### src/rtl/regfile_write_arbiter.sv
// regfile_write_arbiter: two-requester round-robin write arbiter for a register file, with zero-fill clear sweep
// Ports: Clock/Reset (sync, active-low); ReqA/B, AddrA/B, WDataA/B in, AckA/B out (one-cycle accept pulse);
//        ClrReq starts a zero-fill sweep; EnWri/WriAdd/DataI drive the register-file write port; Busy marks a sweep.
module regfile_write_arbiter #(
    parameter int DATA_W         = 32,
    parameter int ADDR_W         = 5,
    parameter bit CLEAR_ON_RESET = 1'b1
) (
    input  logic              Clock,
    input  logic              Reset,
    input  logic              ReqA,
    input  logic              ReqB,
    input  logic [ADDR_W-1:0] AddrA,
    input  logic [ADDR_W-1:0] AddrB,
    input  logic [DATA_W-1:0] WDataA,
    input  logic [DATA_W-1:0] WDataB,
    output logic              AckA,
    output logic              AckB,
    input  logic              ClrReq,
    output logic              EnWri,
    output logic [ADDR_W-1:0] WriAdd,
    output logic [DATA_W-1:0] DataI,
    output logic              Busy
);
    typedef enum logic {CLEAR, RUN} state_t;
    state_t state;
    logic [ADDR_W-1:0] sweepCnt;
    logic favourB;
    logic eligA, eligB, grantA, grantB;
    // a requester whose ack is on the wire this cycle is still holding the old request
    assign eligA  = ReqA & ~AckA;
    assign eligB  = ReqB & ~AckB;
    assign grantB = eligB & (~eligA | favourB);
    assign grantA = eligA & ~grantB;
    always_ff @(posedge Clock) begin
        if (!Reset) begin
            state    <= CLEAR_ON_RESET ? CLEAR : RUN;
            Busy     <= CLEAR_ON_RESET;
            EnWri    <= 1'b0;
            WriAdd   <= '0;
            DataI    <= '0;
            AckA     <= 1'b0;
            AckB     <= 1'b0;
            sweepCnt <= '0;
            favourB  <= 1'b0;
        end else if (state == CLEAR) begin
            EnWri    <= 1'b1;
            WriAdd   <= sweepCnt;
            DataI    <= '0;
            AckA     <= 1'b0;
            AckB     <= 1'b0;
            Busy     <= 1'b1;
            favourB  <= 1'b0;
            sweepCnt <= sweepCnt + 1'b1;
            // the last sweep write is issued on the same edge that returns to RUN
            if (sweepCnt == '1) state <= RUN;
        end else if (ClrReq) begin
            state    <= CLEAR;
            sweepCnt <= '0;
            EnWri    <= 1'b0;
            AckA     <= 1'b0;
            AckB     <= 1'b0;
            Busy     <= 1'b1;
            favourB  <= 1'b0;
        end else begin
            EnWri <= grantA | grantB;
            AckA  <= grantA;
            AckB  <= grantB;
            Busy  <= 1'b0;
            if (grantA | grantB) begin
                WriAdd  <= grantA ? AddrA : AddrB;
                DataI   <= grantA ? WDataA : WDataB;
                favourB <= grantA;
            end
        end
    end
endmodule

### config.mk
export PLATFORM = sky130hd
export DESIGN_NAME = regfile_write_arbiter
export DESIGN_NICKNAME = d
export VERILOG_FILES = /design/src/rtl/regfile_write_arbiter.sv
export SDC_FILE = /design/constraint.sdc
export NUM_CORES = 1
export LEC_CHECK = 0
export CAP_MARGIN = 20
export CORE_UTILIZATION = 31
export DETAILED_ROUTE_END_ITERATION = 6
export PLACE_DENSITY = 0.65
export SLEW_MARGIN = 0
export SYNTH_ARGS = -nofsm -noshare
export SYNTH_HDL_FRONTEND = slang
export SYNTH_SLANG_ARGS = --single-unit
### constraint.sdc
create_clock -name Clock -period 1.4 [get_ports Clock]
set_input_delay 0.14 -clock Clock [delete_from_list [all_inputs] [get_ports Clock]]
set_output_delay 0.14 -clock Clock [all_outputs]
set_load 0.01 [all_outputs]
Word level (Yosys, flattened, before mapping) --
Cells that the tools add are included.
Word-level totals: word-level logic and storage cells 44, register bits 48, output and inout port bits 41, input bits 79
Cells by class: add/subtract/negate cells 1, muxes and demuxes 13, equality and inequality tests 4, bitwise logic cells 13, reductions and logical operators 4
Operator list (number):
- two-way mux 32 bit | 1
- two-way mux 5 bit | 6
- NOT 1 bit | 7
- two-way mux 1 bit | 6
- AND reduction 2 bit | 3
- adder 5 x 1 -> 5 bit (second input constant) | 1
- == test 5 bit (second input constant) | 1
- AND 1 bit | 4
- inequality test 2 bit (second input constant) | 2
- OR reduction 3 bit | 1
- inequality test 2 x 1 -> 1 bit (second input constant) | 1
- bitwise OR 1 bit | 2

Depth between registers and ports, before layout --
depth in word-level cells 11, depth in mapped cells 6, gate-level depth less buffers 6

Least setup slack after synthesis --
OpenSTA, ideal clock, no wires.
path type register to register, start point reg sweepCnt[0], end point reg sweepCnt[4], library setup time 0.115 ns, path buffers 0, period minus slack after synthesis 1.335 ns, setup slack 0.065 ns, data required time 1.285 ns, arrival 1.220 ns, stages on the path, launching flop included 7, path through dfxtp_1 -> ha_1 -> and3_1 -> ha_1 -> inv_1 -> o22ai_1 -> and2_1
Between the ends: cells in the longest elaborated chain, start to end 2
Ends and longest elaborated chain:
- start: declaration | RTL line 27 | logic [ADDR_W-1:0] sweepCnt;
- start signal: assignment | RTL line 54 | sweepCnt <= sweepCnt + 1'b1;
- adder 5 x 1 -> 5 bit | RTL line 54
- two-way mux 5 bit | RTL line 46 | end else if (state == CLEAR) begin
No other way between the ends. A chain may end at the register's enable or synchronous reset.

Worst setup path in the final report --
Same ends and word-level chain as after synthesis.

==> results.cfg <==
[timing]
setup-violations-final = 0
tightest_slew_ps = 339
period_share = 0.960
final.min_clock_period_ps = 1340
drv_slew = 0
grt_setup_unrepaired = false
slew_headroom = 0.774
skew_ps = 5.82
max_freq_mhz = 744
hold_viol_final = 0

[cts]
clock-sinks = 48
cts_tree = built
clk_pin_slew_worst_paths_ps = 90
cts_buffers = 5
clock_path_buffers = 2
clkLatencyLatePin_ps = 290
htree_levels = 2
cts-root-buf = clkbuf_8

[die]
num_io_pins = 120
die_h_um = 90.0
die_area_mm2 = 0.00810
die_w_um = 90.0
row_count = 31
start_util = 0.326
fp.coreArea_mm2 = 0.00737

[layout]
design_area_mm2 = 0.00387
final-instance-count-excl-fill = 482
diodes = 0
fin_nets = 463
layout-drive-gt1-share = 0.264
final.fill_count = 734
synthToLayoutAreaGrowth_pct = 61.1

[drt]
wl_per_cell_um = 13.7
final_antenna_net_count = 0
wirelength_um = 6590
dr.pass1.iters = 4
num_vias = 2256
via_per_inst = 4.68
drc = 0
drt_iter0_markers = 56

[placement]
gp_congestion = 0.766
dp_hpwl_um = 4800
port_buffers = 119
dp.cells = 474
dpl_cell_area_mm2 = 0.00373

[logic_synthesis]
yosysMostFrequentCell = a21oi_2
ys_seq_area_frac = 0.400
synth_area_leaders = dfxtp_1, a21oi_2, o21ai_0, nand2_1, buf_12
synth_ff_type = dfxtp_1
syn_nets = 337
async_reset_ff_frac = 0
synth_top_area_cell = dfxtp_1
synth_cell_types = 34
ys_seq_elements = 48
synthTopCellsByCount = a21oi_2, dfxtp_1, nand2_1, o21ai_0
yosysWarningCount = 0
yosysTopAreaCellShare = 0.400
synth.avg_cell_area_um2 = 9.38
synth-edff-count = 0
syn_area_mm2 = 0.00240
syn_inst = 256

[critical_path]
criticalPathCategory = reg2reg
cp_max_fo = 3
start_kind = flop
cp-end-kind = flop
required_ps = 1640
critPathArrivalTime_ps = 1590

[global_route]
antenna_found_initial = 0
use_met2 = 0.274
met3_usage = 0.0364
grt_overflow = 0
grt_max_degree = 25
grt_use_met1 = 0.212
grt_pass1_wl_um = 10900
grt_pass1_vias = 2263
grt.total_usage = 0.163
grt-busiest-layer = met2

[outcome]
outcome = completed

[flow_run]
maxCapViolations = 0

[worst_hold_path]
hold_path.class = in2reg

[power]
powerDensity_mw_per_mm2 = 780
p_leak_nw = 1.38
ir_worst_vdd_mv = 0.447
-- path summary, 6_finish.rpt --
check / start / end / slack, ps / cells after the start
setup reg to reg: sweepCnt[0]$_SDFFE_PN0P_ / sweepCnt[4]$_SDFFE_PN0P_ / 60 / 6
hold / removal: WDataB[15] / DataI[15]$_SDFFE_PP0P_ / 400 / 3
hold reg to reg: WriAdd[1]$_SDFFE_PN0P_ / WriAdd[1]$_SDFFE_PN0P_ / 510 / 2
setup / recovery: sweepCnt[0]$_SDFFE_PN0P_ / sweepCnt[4]$_SDFFE_PN0P_ / 60 / 6
-- report_power, final --
part	internal (mW)	total (mW)	switching, mW
Sequential	1.38	1.39	0.00879
Clock	0.630	1.08	0.446
Combinational	0.324	0.557	0.233
Total	2.33	3.02	0.688
-- state kept, by name (all words and copies together), names as in the netlist --
name	count
AckA	1
AckB	1
Busy	1
DataI	32
EnWri	1
WriAdd	5
favourB	1
state	1
sweepCnt	5
-- final cells by class --
cell class	instances	area, um^2	area share
multi-input combinational	186	1240	0.321
clock inverter	1	30.0	0.00776
timing repair buffer	139	1410	0.364
inverter	2	7.51	0.00194
tap	99	124	0.0320
clock buffer	7	96.3	0.0249
sequential	48	962	0.249
-- repair_timing --
item / in CTS / in global routing
buffers inserted: 0 / 0
hold buffers: 0 / 0
gates resized for setup: 0 / 5
endpoints found under the setup margin: 0 / 4
endpoints found under the hold margin: 0 / 0
-- per-layer routing --
metal	vias up	routed length, um	share of wire
met3	5	359	0.054
li1	1145	-	-
met2	71	3130	0.48
met4	0	36	0.0055
met5	-	0	0
met1	1035	3060	0.46
-- metrics by stage --
step | util | hold slack [ps] | power [mW] | TNS [ps] | setup WS, ps
6_report | 0.525 | 396 | 3.02 | 0 | 55.9
5_1_grt | 0.525 | 390 | 3.17 | 0 | 7.45
4_1_cts | 0.523 | 383 | 3.07 | 0 | 34.4
3_5_place_dp | 0.506 | 489 | 1.97 | -5770 | -187
3_3_place_gp | 0.506 | 491 | 1.97 | -5370 | -169
2_1_floorplan | - | 262 | 1.67 | 0 | 64.8
-- cells by family (layout without fill, tap and decap cells) --
kind of cell / after synthesis / count (layout) / share of synthesized area
AO/OA/AOI/OAI: 118 / 118 / 0.356
flip-flops: 48 / 48 / 0.400
adder cells (fa/ha/maj): 2 / 2 / 0.0104
AND/OR/NAND/NOR: 61 / 61 / 0.126
buffers and inverters: 22 / 149 / 0.0865
multiplexers: 5 / 5 / 0.0208
-- cells in the final DEF (no fill, tap or decap), types with 2 or more instances in the layout --
cell and instances:
a21oi_1 6, a21oi_2 61, a32oi_1 5, and2_1 2, and2_4 2, buf_12 5, buf_4 15, clkbuf_8 7
clkdlybuf4s50_1 118, dfxtp_1 47, inv_1 2, mux2i_1 4, nand2_1 37, nand2b_1 2, nand2b_4 2, nor2_1 5
nor2b_1 4, o21ai_0 34, o21ai_1 5, o22ai_1 2
-- worst max-delay path, cell delays in order, from the launching register on --
cell,delay [ps]
dfxtp_2,330
ha_2,180
and3_1,180
ha_1,260
inv_1,30
o22ai_1,160
and2_1,140
No activity file was read; power rests on OpenSTA's default activity.
